`config.mk`:
```
export PLATFORM = sky130hd
export DESIGN_NAME = operand_fetch
export DESIGN_NICKNAME = d
export VERILOG_FILES = /design/src/rtl/core_pkg.sv /design/src/rtl/regfile_scoreboard.sv /design/src/rtl/operand_fetch.sv
export SDC_FILE = /design/constraint.sdc
export NUM_CORES = 1
export LEC_CHECK = 0
export ABC_AREA = 1
export BUFFER_PORTS_ARGS = -buffer_cell sky130_fd_sc_hd__buf_2
export CORE_MARGIN = 8
export CORE_UTILIZATION = 39
export CTS_BUF_LIST = sky130_fd_sc_hd__clkbuf_4 sky130_fd_sc_hd__clkbuf_8 sky130_fd_sc_hd__clkbuf_16
export CTS_CLUSTER_SIZE = 40
export DETAILED_ROUTE_END_ITERATION = 7
export GPL_ROUTABILITY_DRIVEN = 0
export GPL_TIMING_DRIVEN = 1
export SLEW_MARGIN = 20
export SYNTH_ARGS = -nofsm -noshare
export SYNTH_HDL_FRONTEND = slang
export SYNTH_HIERARCHICAL = 1
export SYNTH_SLANG_ARGS = --single-unit
```
`constraint.sdc`:
```
create_clock -name clk -period 4.63 [get_ports clk]
set_clock_uncertainty 0.15 [all_clocks]
set_input_delay 0.463 -clock clk [delete_from_list [all_inputs] [get_ports clk]]
set_output_delay 0.463 -clock clk [all_outputs]
set_load 0.05 [all_outputs]
```
`src/rtl/core_pkg.sv`:
```
// rtl/core_pkg.sv - shared core constants, operand typedefs and the operand-fetch S1 state
package core_pkg;

  localparam int WIDTH      = 32;
  localparam int ADDR_WIDTH = 5;
  localparam int REG_COUNT  = 32;
  localparam int INFO_WIDTH = 64;

  typedef logic [ADDR_WIDTH-1:0] reg_addr_t;
  typedef logic [WIDTH-1:0]      word_t;

  // FRESH: operands flow straight from the regfile read port.
  // HELD: operands were captured because execute stalled.
  typedef enum logic {
    S1_FRESH = 1'b0,
    S1_HELD  = 1'b1
  } s1_state_t;

endpackage

```
`src/rtl/regfile_scoreboard.sv`:
```
// rtl/regfile_scoreboard.sv - per-register busy bits with set/clear and hazard queries (OPFETCH_WB_BYPASS_EN)
import core_pkg::*;

module regfile_scoreboard #(
  parameter int REG_COUNT  = core_pkg::REG_COUNT,
  parameter int ADDR_WIDTH = core_pkg::ADDR_WIDTH
) (
  input  logic                  clk,
  input  logic                  rst,
  input  logic                  set_en,
  input  logic [ADDR_WIDTH-1:0] set_addr,
  input  logic                  clr_en,
  input  logic [ADDR_WIDTH-1:0] clr_addr,
  input  logic [ADDR_WIDTH-1:0] q_rs1_addr,
  input  logic [ADDR_WIDTH-1:0] q_rs2_addr,
  input  logic [ADDR_WIDTH-1:0] q_rd_addr,
  output logic                  q_rs1_busy,
  output logic                  q_rs2_busy,
  output logic                  q_rd_busy
);

  logic [REG_COUNT-1:0] busy;
  logic [REG_COUNT-1:0] busy_next;
  logic [REG_COUNT-1:0] busy_view;

  // Next busy vector: clear first so a same-address set wins; x0 is pinned idle.
  always_comb begin
    busy_next = busy;
    if (clr_en && clr_addr != '0) busy_next[clr_addr] = 1'b0;
    if (set_en && set_addr != '0) busy_next[set_addr] = 1'b1;
    busy_next[0] = 1'b0;
  end

  // Busy register.
  always_ff @(posedge clk) begin
    if (rst) busy <= '0;
    else     busy <= busy_next;
  end

  // Query view: with bypass, the register being written back this cycle already reads as free.
  always_comb begin
    busy_view = busy;
`ifdef OPFETCH_WB_BYPASS_EN
    if (clr_en) busy_view[clr_addr] = 1'b0;
`else
    busy_view = busy;
`endif
  end

  assign q_rs1_busy = busy_view[q_rs1_addr];
  assign q_rs2_busy = busy_view[q_rs2_addr];
  assign q_rd_busy  = busy_view[q_rd_addr];

endmodule

```
`src/rtl/operand_fetch.sv`:
```
// rtl/operand_fetch.sv - operand fetch stage: hazard-checked issue, regfile read, held operands (OPFETCH_WB_BYPASS_EN)
import core_pkg::*;

module operand_fetch #(
  parameter int WIDTH      = core_pkg::WIDTH,
  parameter int REG_COUNT  = core_pkg::REG_COUNT,
  parameter int ADDR_WIDTH = core_pkg::ADDR_WIDTH,
  parameter int INFO_WIDTH = core_pkg::INFO_WIDTH
) (
  input  logic                  clk,
  input  logic                  rst,
  input  logic                  flush,
  input  logic                  id_valid,
  output logic                  id_ready,
  input  logic                  id_rs1_use,
  input  logic                  id_rs2_use,
  input  logic [ADDR_WIDTH-1:0] id_rs1_addr,
  input  logic [ADDR_WIDTH-1:0] id_rs2_addr,
  input  logic                  id_rd_we,
  input  logic [ADDR_WIDTH-1:0] id_rd_addr,
  input  logic [INFO_WIDTH-1:0] id_info,
  output logic                  rs1_en,
  output logic                  rs2_en,
  output logic [ADDR_WIDTH-1:0] rs1_addr,
  output logic [ADDR_WIDTH-1:0] rs2_addr,
  input  logic [WIDTH-1:0]      rs1_data,
  input  logic [WIDTH-1:0]      rs2_data,
  input  logic                  wb_en,
  input  logic [ADDR_WIDTH-1:0] wb_addr,
  output logic                  ex_valid,
  input  logic                  ex_ready,
  output logic [WIDTH-1:0]      ex_rs1_data,
  output logic [WIDTH-1:0]      ex_rs2_data,
  output logic                  ex_rd_we,
  output logic [ADDR_WIDTH-1:0] ex_rd_addr,
  output logic [INFO_WIDTH-1:0] ex_info
);

  s1_state_t             state_q;
  s1_state_t             state_d;
  logic                  capture;
  logic                  ex_valid_q;
  logic                  ex_rd_we_q;
  logic [ADDR_WIDTH-1:0] ex_rd_addr_q;
  logic [INFO_WIDTH-1:0] ex_info_q;
  logic                  rs1_use_q;
  logic                  rs2_use_q;
  logic [WIDTH-1:0]      hold1_q;
  logic [WIDTH-1:0]      hold2_q;
  logic [ADDR_WIDTH-1:0] rs1_addr_q;
  logic [ADDR_WIDTH-1:0] rs2_addr_q;
  logic                  sb_rs1_busy;
  logic                  sb_rs2_busy;
  logic                  sb_rd_busy;
  logic                  haz_sb;
  logic                  haz_s1;
  logic                  accept;
  logic                  ex_fire;

  assign ex_fire = ex_valid_q && ex_ready;

  regfile_scoreboard #(
    .REG_COUNT  (REG_COUNT),
    .ADDR_WIDTH (ADDR_WIDTH)
  ) u_sb (
    .clk        (clk),
    .rst        (rst),
    .set_en     (ex_fire && ex_rd_we_q),
    .set_addr   (ex_rd_addr_q),
    .clr_en     (wb_en),
    .clr_addr   (wb_addr),
    .q_rs1_addr (id_rs1_addr),
    .q_rs2_addr (id_rs2_addr),
    .q_rd_addr  (id_rd_addr),
    .q_rs1_busy (sb_rs1_busy),
    .q_rs2_busy (sb_rs2_busy),
    .q_rd_busy  (sb_rd_busy)
  );

  assign haz_sb = (id_rs1_use && sb_rs1_busy) ||
                  (id_rs2_use && sb_rs2_busy) ||
                  (id_rd_we   && sb_rd_busy);

  // The instruction sitting in S1 has not set its busy bit yet, so compare against it directly.
  always_comb begin
    haz_s1 = 1'b0;
    if (ex_valid_q && ex_rd_we_q && ex_rd_addr_q != '0) begin
      if (id_rs1_use && id_rs1_addr == ex_rd_addr_q) haz_s1 = 1'b1;
      if (id_rs2_use && id_rs2_addr == ex_rd_addr_q) haz_s1 = 1'b1;
      if (id_rd_we   && id_rd_addr  == ex_rd_addr_q) haz_s1 = 1'b1;
    end
  end

  assign id_ready = !rst && !flush && (!ex_valid_q || ex_ready) && !haz_sb && !haz_s1;
  assign accept   = id_valid && id_ready;

  assign rs1_en   = accept && id_rs1_use;
  assign rs2_en   = accept && id_rs2_use;
  assign rs1_addr = accept ? id_rs1_addr : rs1_addr_q;
  assign rs2_addr = accept ? id_rs2_addr : rs2_addr_q;

  // S1 next state: a stalled first cycle captures the read data; a handshake or flush frees it.
  always_comb begin
    state_d = state_q;
    capture = 1'b0;
    case (state_q)
      S1_FRESH: begin
        if (ex_valid_q && !ex_ready && !flush) begin
          state_d = S1_HELD;
          capture = 1'b1;
        end
      end
      S1_HELD: begin
        if (ex_fire || flush) state_d = S1_FRESH;
      end
      default: state_d = S1_FRESH;
    endcase
  end

  // S1 state register.
  always_ff @(posedge clk) begin
    if (rst) state_q <= S1_FRESH;
    else     state_q <= state_d;
  end

  // S1 payload, hold registers and the last driven read addresses.
  always_ff @(posedge clk) begin
    if (rst) begin
      ex_valid_q   <= 1'b0;
      ex_rd_we_q   <= 1'b0;
      ex_rd_addr_q <= '0;
      ex_info_q    <= '0;
      rs1_use_q    <= 1'b0;
      rs2_use_q    <= 1'b0;
      hold1_q      <= '0;
      hold2_q      <= '0;
      rs1_addr_q   <= '0;
      rs2_addr_q   <= '0;
    end else begin
      if (accept) begin
        rs1_addr_q <= id_rs1_addr;
        rs2_addr_q <= id_rs2_addr;
      end
      if (flush) begin
        ex_valid_q <= 1'b0;
      end else if (accept) begin
        ex_valid_q   <= 1'b1;
        ex_rd_we_q   <= id_rd_we;
        ex_rd_addr_q <= id_rd_addr;
        ex_info_q    <= id_info;
        rs1_use_q    <= id_rs1_use;
        rs2_use_q    <= id_rs2_use;
      end else if (ex_fire) begin
        ex_valid_q <= 1'b0;
      end
      if (capture) begin
        hold1_q <= rs1_data;
        hold2_q <= rs2_data;
      end
    end
  end

  assign ex_valid    = ex_valid_q;
  assign ex_rd_we    = ex_rd_we_q;
  assign ex_rd_addr  = ex_rd_addr_q;
  assign ex_info     = ex_info_q;
  assign ex_rs1_data = (ex_valid_q && rs1_use_q) ? ((state_q == S1_HELD) ? hold1_q : rs1_data) : '0;
  assign ex_rs2_data = (ex_valid_q && rs2_use_q) ? ((state_q == S1_HELD) ? hold2_q : rs2_data) : '0;

endmodule

```
==> reports/metrics.sh, run 1 <==
IR_WORST_VDD_V=0.000213
LAYOUT_WORST_PATH_CYCLE_SHARE_PCT=82.3
POWER-PER-CELL-AREA_nW_PER_UM2=318
AREA_GROWTH_PCT=22.9
NUMBER_OF_PORTS_PLACED_ON_THE_DIE_BOUNDARY=305
PLACED_CELL_AREA_UM2=10900
MAXIMUM_NUMBER_OF_PINS_ON_ONE_NET_BEFORE_GLOBAL_ROUTE_REPAIR=101
POST-ROUTE-DRC-COUNT=0
CTS_MADE_BUFFERS=17
CLOCKBUFFERDEPTH=2
POST_CTS.REPAIR.SETUP_BUFFERS=0
SYNTH_SEQ_CELLS=179
INITIAL_CORE_UTILIZATION_PCT=39.8
RSZ0062_AT_GRT='no'
SYNTHDOMINANTCELLAREASHARE_PCT=38.4
FLOORPLAN.CORE_AREA_UM2=23500
PLACEMENT_ROWS=56
POSTCTSRESIZEDCELLS=0
DIE_HEIGHT_UM=171
TOTALNEGATIVESETUPSLACK_NS=0
PLACEMENT.IO_BUFFERS=304
FINAL.FILL_COUNT=2481
WORST_SLEW_MARGIN_REL_PCT=35.1
HOLDCRITPATHCLASS='in -> reg'
SYN-NUM-NETS=1697
POWER.COMBINATIONAL.FRACTION_PCT=15.4
POST_SYNTH_NUM_CELL_TYPES=26
FINAL-MAX-SLEW-VIOLATION-COUNT=0
GRT_PASS1_VIAS=9354
WORST_PIN_SLEW_NS=0.974
CTS_HOLD_BUFFERS=0
SYNTHESIS.AREA_PER_INSTANCE_UM2=6.07
CELLLEAKAGEPOWER_nW=6.20
VIAS_PER_CELL=4.84
P_CLK_SHARE_PCT=40.5
CP-START-KIND='primary input'
TIMING_HOLD_VIOLATIONS_FINAL=0
POST-ROUTE-WORST-SETUP-SLACK_NS=0.821
OUTCOME='complete, no violations'
ASYNCSETRESETFLOPFRACSYNTH_PCT=0
SETUP.WORST_PATH.END_CLASS='output port'
CP_MAX_FO=43
CTS_TREE='built'
GRT_USE_TOTAL_PCT=21.0
DRT-TOTAL-WL_MM=32.2
NNETSFINAL=1942
POST_SYNTH_MAIN_AREA_CONTRIBUTORS='sky130_fd_sc_hd__dfxtp_1, sky130_fd_sc_hd__nand2_1, sky130_fd_sc_hd__nor2_1, sky130_fd_sc_hd__inv_1, sky130_fd_sc_hd__a21oi_1'
TOTAL_POWER_W=0.00365
ROOT_BUFFER='sky130_fd_sc_hd__clkbuf_16'
SEQ_POWER_SHARE_PCT=44.1
FINAL_LAYOUT_SIZE_SUFFIX_GT1_SHARE_PCT=21.4
P_SW_SHARE_PCT=30.9
SYNTH.TOP_CELLS.BY_COUNT='sky130_fd_sc_hd__nand2_1, sky130_fd_sc_hd__nor2_1, sky130_fd_sc_hd__dfxtp_1'
P_INT_W=0.00252
REGAREA_UM2=3580
TIMING.MAX_CAP.VIOLATIONS=0
SYNTH-EDFF-COUNT=0
OVERFLOW=0
SYNTH_TOP_AREA_CELL='sky130_fd_sc_hd__dfxtp_1'
TIMING.FMAX_GHz=0.263
CLK_LATENCY_NS=0.44
DP_HPWL_MM=23.4
SYNTHESIS.INSTANCES=1540
CRITICALPATHCATEGORY='in -> out'
SETUP_VIOL_COUNT_FINAL=0
ROUTEDWLPERCELL_UM=15.2
CTS.CLK_SLEW.WORST_PATHS_NS=0.08
DRT_INITIAL_VIOLATIONS=718
FLOORPLAN.DIE_AREA_UM2=29200
POWER.SWITCHING_W=0.00113
SYN-CELL-AREA_UM2=9340
DETAILEDROUTE.FIRSTPASSITERATIONCOUNT=5
REGISTER_AREA_SHARE_AFTER_SYNTHESIS_PCT=38.4
FIN_CRIT_NS=3.81
PLACE_WS_NS=0.847
ROUTE.ANTENNA.REMAINING_NETS=0
POST-ROUTE-CELL-AREA_UM2=11500
SYNTH_WARNINGS=6
ANTENNA_VIOLATIONS_BEFORE_REPAIR=5
SYNTH_FLOP_CELL='sky130_fd_sc_hd__dfxtp_1'
CTS.SINK_COUNT=179
MULTI_INPUT_COMB_AREA_UM2=4730
CRIT_REQUIRED_NS=4.02
DIEWIDTH_UM=171
SYNTH.MOST_COMMON_CELL='sky130_fd_sc_hd__nand2_1'
VIA_COUNT=10243
CTS.HTREE.LEVELS=4
GRT_PASS1_WL_MM=49.5
TIMING.CRITICAL_PATH.ARRIVAL_NS=3.20
-- state kept, by name, summed over array words and instances, names as in the netlist --
register / flops
ex_info: 64
ex_rd_addr: 5
ex_rd_we: 1
ex_valid: 1
hold1_q: 32
hold2_q: 32
rs1_addr_q: 5
rs1_use_q: 1
rs2_addr_q: 5
rs2_use_q: 1
state_q: 1
u_sb/busy: 31
-- final cells by class --
class,instances,share of cell area (%)
multi-input combinational,1121,41.2
sequential,179,31.2
timing repair buffer,312,13.8
inverter,154,5.13
clock buffer,18,3.82
tap,319,3.47
clock inverter,14,1.39
antenna,1,0.0218
-- path summary, 6_finish.rpt --
kind	end	cells past startpoint	slack, ns	start
min reg2reg	u_sb/busy[6]	2	0.34	u_sb/busy[6]
max reg2reg	ex_info[61]	12	1.65	ex_rd_addr[3]
max	rs1_addr[3]	19	0.82	id_rd_addr[0]
min	ex_info[43]	3	0.1	id_info[43]
-- cell families after synthesis --
logic type	count (synthesis)	synth area share, %
flops	179	38.4
buf+inv	240	11.2
compound gates	194	10.6
simple gates	927	39.9
-- power groups by stage --
stage                     Sequential (W)  Combinational (W)  Clock [W]
final                            0.00161           0.000563    0.00148
after detailed placement         0.00165           0.000563          0
after CTS                        0.00161           0.000565    0.00152
after global routing             0.00162           0.000620    0.00158
after floorplan                  0.00176           0.000271          0
after global placement           0.00165           0.000559          0
-- layer usage --
metal	global-route usage (%)	wire length, um
met5	0	45
met4	6.45	691
met3	6.36	2970
met2	32.5	14000
met1	27.8	14500
-- stage by stage --
step / hold slack [ns] / utilization (%) / instances
floorplan: 0.305 / - / 1540
global placement: 0.313 / 46.3 / 2085
detailed placement: 0.327 / 46.4 / 2085
CTS: 0.0758 / 48.9 / 2117
global route: 0.0829 / 48.9 / 2118
finish: 0.0976 / 48.9 / 2118
-- placed cells by master, fill, tap and decap left out, types with 2 or more instances in the layout --
| master | count |
|---|---|
| sky130_fd_sc_hd__nor2_1 | 298 |
| sky130_fd_sc_hd__inv_8 | 4 |
| sky130_fd_sc_hd__inv_2 | 17 |
| sky130_fd_sc_hd__dfxtp_1 | 178 |
| sky130_fd_sc_hd__inv_6 | 4 |
| sky130_fd_sc_hd__buf_4 | 8 |
| sky130_fd_sc_hd__inv_1 | 131 |
| sky130_fd_sc_hd__o21ai_1 | 19 |
| sky130_fd_sc_hd__nand4_1 | 21 |
| sky130_fd_sc_hd__o21ai_0 | 76 |
| sky130_fd_sc_hd__nand2_1 | 501 |
| sky130_fd_sc_hd__nand3_1 | 90 |
| sky130_fd_sc_hd__clkinv_4 | 3 |
| sky130_fd_sc_hd__nor3_4 | 2 |
| sky130_fd_sc_hd__nand2_2 | 4 |
| sky130_fd_sc_hd__buf_2 | 304 |
| sky130_fd_sc_hd__nor2_2 | 3 |
| sky130_fd_sc_hd__clkbuf_16 | 17 |
| sky130_fd_sc_hd__a21oi_1 | 97 |
| sky130_fd_sc_hd__nor3_2 | 5 |
| sky130_fd_sc_hd__inv_4 | 4 |
-- critical path, stage by stage --
cell	delay (ns)
sky130_fd_sc_hd__buf_2	0.31
sky130_fd_sc_hd__inv_4	0.15
sky130_fd_sc_hd__nand2_1	0.09
sky130_fd_sc_hd__nand3_1	0.08
sky130_fd_sc_hd__nand3_1	0.08
sky130_fd_sc_hd__nand2_1	0.05
sky130_fd_sc_hd__nand2_1	0.06
sky130_fd_sc_hd__nand2_1	0.05
sky130_fd_sc_hd__nand2_1	0.08
sky130_fd_sc_hd__nand2_1	0.07
sky130_fd_sc_hd__nand2_1	0.07
sky130_fd_sc_hd__nand3_1	0.11
sky130_fd_sc_hd__a211oi_4	0.49
sky130_fd_sc_hd__nand3_4	0.24
sky130_fd_sc_hd__buf_4	0.33
sky130_fd_sc_hd__nand2_1	0.10
sky130_fd_sc_hd__nand2_1	0.06
sky130_fd_sc_hd__inv_1	0.05
sky130_fd_sc_hd__buf_2	0.25
Note: power is estimated with default switching activity, not from simulation.
==> run 2, diff against run 1 <==
--- a/config.mk
+++ b/config.mk
@@ -14,6 +14,7 @@
 export DETAILED_ROUTE_END_ITERATION = 7
 export GPL_ROUTABILITY_DRIVEN = 0
 export GPL_TIMING_DRIVEN = 1
+export PLACE_DENSITY = 0.67
 export SLEW_MARGIN = 20
 export SYNTH_ARGS = -nofsm -noshare
 export SYNTH_HDL_FRONTEND = slang
==> constraint.sdc (replaced) <==
create_clock -name clk -period 3.35 [get_ports clk]
set_clock_uncertainty 0.15 [all_clocks]
set_input_delay 0.335 -clock clk [delete_from_list [all_inputs] [get_ports clk]]
set_output_delay 0.335 -clock clk [all_outputs]
set_load 0.05 [all_outputs]
==> run 2 against run 1 <==
  * Clock power increased by 41%
  * Sequential power increased by 39%
  * Combinational power up 61%
  * Worst hold slack got worse by 0.082 ns
  * Register-to-register slack lost 1.2 ns
  * Non-clock buffer count rose by 121
  * Power grew 43%
==> reports/metrics.sh, run 2 (synthesis results as in run 1) <==
OUTCOME='complete, no violations'
TIMING.MAX_CAP.VIOLATIONS=0
FIN_CRIT_NS=3.18
PLACED_CELL_AREA_UM2=10900
OVERFLOW=0
GRT_USE_TOTAL_PCT=23.2
FINAL.FILL_COUNT=2261
SLOWEST_LIBRARY_CELL_ON_THE_WORST_PATH='sky130_fd_sc_hd__dfxtp_1'
TOTALNEGATIVESETUPSLACK_NS=0
CP-START-KIND='flip-flop'
POST-ROUTE-DRC-COUNT=0
TIMING.FMAX_GHz=0.315
TIMING.CRITICAL_PATH.ARRIVAL_NS=2.69
INITIAL_CORE_UTILIZATION_PCT=39.8
TIMING_HOLD_VIOLATIONS_FINAL=0
VIA_COUNT=11023
ROUTEDWLPERCELL_UM=15.8
FINAL_LAYOUT_SIZE_SUFFIX_GT1_SHARE_PCT=20.6
GRT_PASS1_VIAS=10389
FLOORPLAN.DIE_AREA_UM2=29200
CLK_LATENCY_NS=0.44
CELLLEAKAGEPOWER_nW=6.73
WORST_SLEW_MARGIN_REL_PCT=41.2
CTS_TREE='built'
CRITICAL_PATH_BUF_INV_COUNT=4
WORST-R2R-CELL-COUNT=12
CLOCKBUFFERDEPTH=2
FINALCOREUTILIZATION_PCT=54.3
DIEWIDTH_UM=171
GRT_PASS1_WL_MM=54.4
MAXIMUM_NUMBER_OF_PINS_ON_ONE_NET_BEFORE_GLOBAL_ROUTE_REPAIR=91
SEQ_POWER_SHARE_PCT=42.7
POWER.COMBINATIONAL.FRACTION_PCT=17.3
DETAILEDROUTE.FIRSTPASSITERATIONCOUNT=7
ROOT_BUFFER='sky130_fd_sc_hd__clkbuf_16'
CTS.SINK_COUNT=179
SETUP_VIOL_COUNT_FINAL=0
AREA_GROWTH_PCT=36.4
POWER-PER-CELL-AREA_nW_PER_UM2=409
WHS_PATH_DEPTH=3
POWER.SWITCHING_W=0.00164
DP_HPWL_MM=24.3
ROUTE.ANTENNA.REMAINING_NETS=0
FLOORPLAN.CORE_AREA_UM2=23500
P_CLK_SHARE_PCT=39.9
CTS.CLK_SLEW.WORST_PATHS_NS=0.08
CRIT_REQUIRED_NS=2.86
P_SW_SHARE_PCT=31.4
NNETSFINAL=2064
LAYOUT_WORST_PATH_CYCLE_SHARE_PCT=94.8
CRITICAL_PATH.MAX_STAGE_DELAY_NS=0.31
DRT_INITIAL_VIOLATIONS=950
PLACEMENT.IO_BUFFERS=304
DRT-TOTAL-WL_MM=35.5
LARGEST_REG_FLOPS=64
DIE_HEIGHT_UM=171
VIAS_PER_CELL=4.91
FINAL-MAX-SLEW-VIOLATION-COUNT=0
SETUP.WORST_PATH.END_CLASS='output port'
CTS_MADE_BUFFERS=17
HOLDCRITPATHCLASS='in -> reg'
ANTENNA_VIOLATIONS_BEFORE_REPAIR=4
CTS.HTREE.LEVELS=4
TOTAL_POWER_W=0.00521
LAYOUT.CELLS.MOST_COMMON='sky130_fd_sc_hd__nand2_1'
CRIT_PATH_FREQUENT_CELL='sky130_fd_sc_hd__nand2_1'
CRITICAL-PATH-TOP-DELAY-FAMILY='simple AND/OR/NAND/NOR gates'
PLACEMENT_ROWS=56
CP_MAX_FO=8
WORSTSETUPPATHDEPTH=17
POST-ROUTE-CELL-AREA_UM2=12700
CRITICALPATHCATEGORY='reg -> out'
WORST_PIN_SLEW_NS=0.880
IR_WORST_VDD_V=0.000265
CRIT_PATH_CELL_TRACE='inv_1 > nand2_1 > nand3_1 > nand3_1 > nand3_1 > nand2_1 > nand2_1 > nand2_1 > nand2_1 > nand3_1 > a211oi_4 > buf_4 > nand3_4 > nand2_1 > nand2_1 > inv_1 > buf_2'
FINAL_CELL_MIX='sky130_fd_sc_hd__nand2_1, sky130_fd_sc_hd__buf_2, sky130_fd_sc_hd__nor2_1'
P_INT_W=0.00358
NUMBER_OF_PORTS_PLACED_ON_THE_DIE_BOUNDARY=305
run 2: cell types whose count changed in the layout (fill, tap and decap cells not counted), moves of 2 or more:
cell | before | now
sky130_fd_sc_hd__buf_2 | 304 | 299
sky130_fd_sc_hd__buf_4 | 8 | 14
sky130_fd_sc_hd__clkbuf_4 | 0 | 5
sky130_fd_sc_hd__clkinv_8 | 1 | 5
sky130_fd_sc_hd__dfxtp_1 | 178 | 176
sky130_fd_sc_hd__dfxtp_2 | 1 | 3
sky130_fd_sc_hd__diode_2 | 1 | 5
sky130_fd_sc_hd__dlygate4sd3_1 | 0 | 113
sky130_fd_sc_hd__inv_1 | 131 | 128
sky130_fd_sc_hd__inv_2 | 17 | 21
sky130_fd_sc_hd__inv_6 | 4 | 2
sky130_fd_sc_hd__nand2_1 | 501 | 503
sky130_fd_sc_hd__nand2_2 | 4 | 2
run 2: final cells by class:
type                    count  area, um2  share of cell area [%]
diodes                      5       12.5                  0.0982
well taps                 319        399                    3.13
flip-flops and latches    179       3590                    28.2
clock buffers              17        425                    3.34
inverters                 154        587                    4.61
multi-input cells        1122       4740                    37.2
clock inverters            15        193                    1.51
repair buffers            433       2800                    22.0
run 2: worst paths after layout:
path                               startpoint            to  slack [ns]
worst max-delay path             u_sb/busy[7]   rs2_addr[2]        0.17
worst min-delay path              id_info[55]   ex_info[55]        0.02
worst max register to register  ex_rd_addr[3]   ex_info[58]        0.42
worst min register to register   u_sb/busy[7]  u_sb/busy[7]        0.34
run 2: what timing repair did:
item,in CTS,in global routing
gates resized for setup,0,11
endpoints found under the hold margin,113,0
hold buffers,113,0
buffers inserted,0,2
endpoints found under the setup margin,0,20
run 2: layer usage:
layer / up-vias / global-route usage (%) / routed length, um
met2: 431 / 36.5 / 16000
met1: 5010 / 29.2 / 15200
met4: 2 / 11.6 / 1300
li1: 5502 / - / -
met3: 78 / 5.67 / 3020
met5: - / 0 / 12
run 2: stage by stage:
step                hold slack, ns  cells  worst slack (ns)
CTS                       0.000795   2236             0.148
global placement             0.314   2091             0.336
finish                      0.0157   2244             0.173
detailed placement           0.328   2091             0.262
floorplan                    0.254   1540             0.332
global route               0.00574   2242          -0.00206
run 2: power groups by stage:
stage / clock [W] / sequential (W) / combinational (W)
floorplan: 0 / 0.00243 / 0.000375
global placement: 0 / 0.00227 / 0.000773
detailed placement: 0 / 0.00228 / 0.000782
CTS: 0.00214 / 0.00223 / 0.000892
global route: 0.00222 / 0.00223 / 0.000983
finish: 0.00208 / 0.00223 / 0.000904
run 2: worst register-to-register path, delay by kind of cell, from the launching register on:
family	cells	cell delay [ns]
DFF	1	0.64
and+or+nand+nor	10	1.23
buffers and inverters	2	0.82
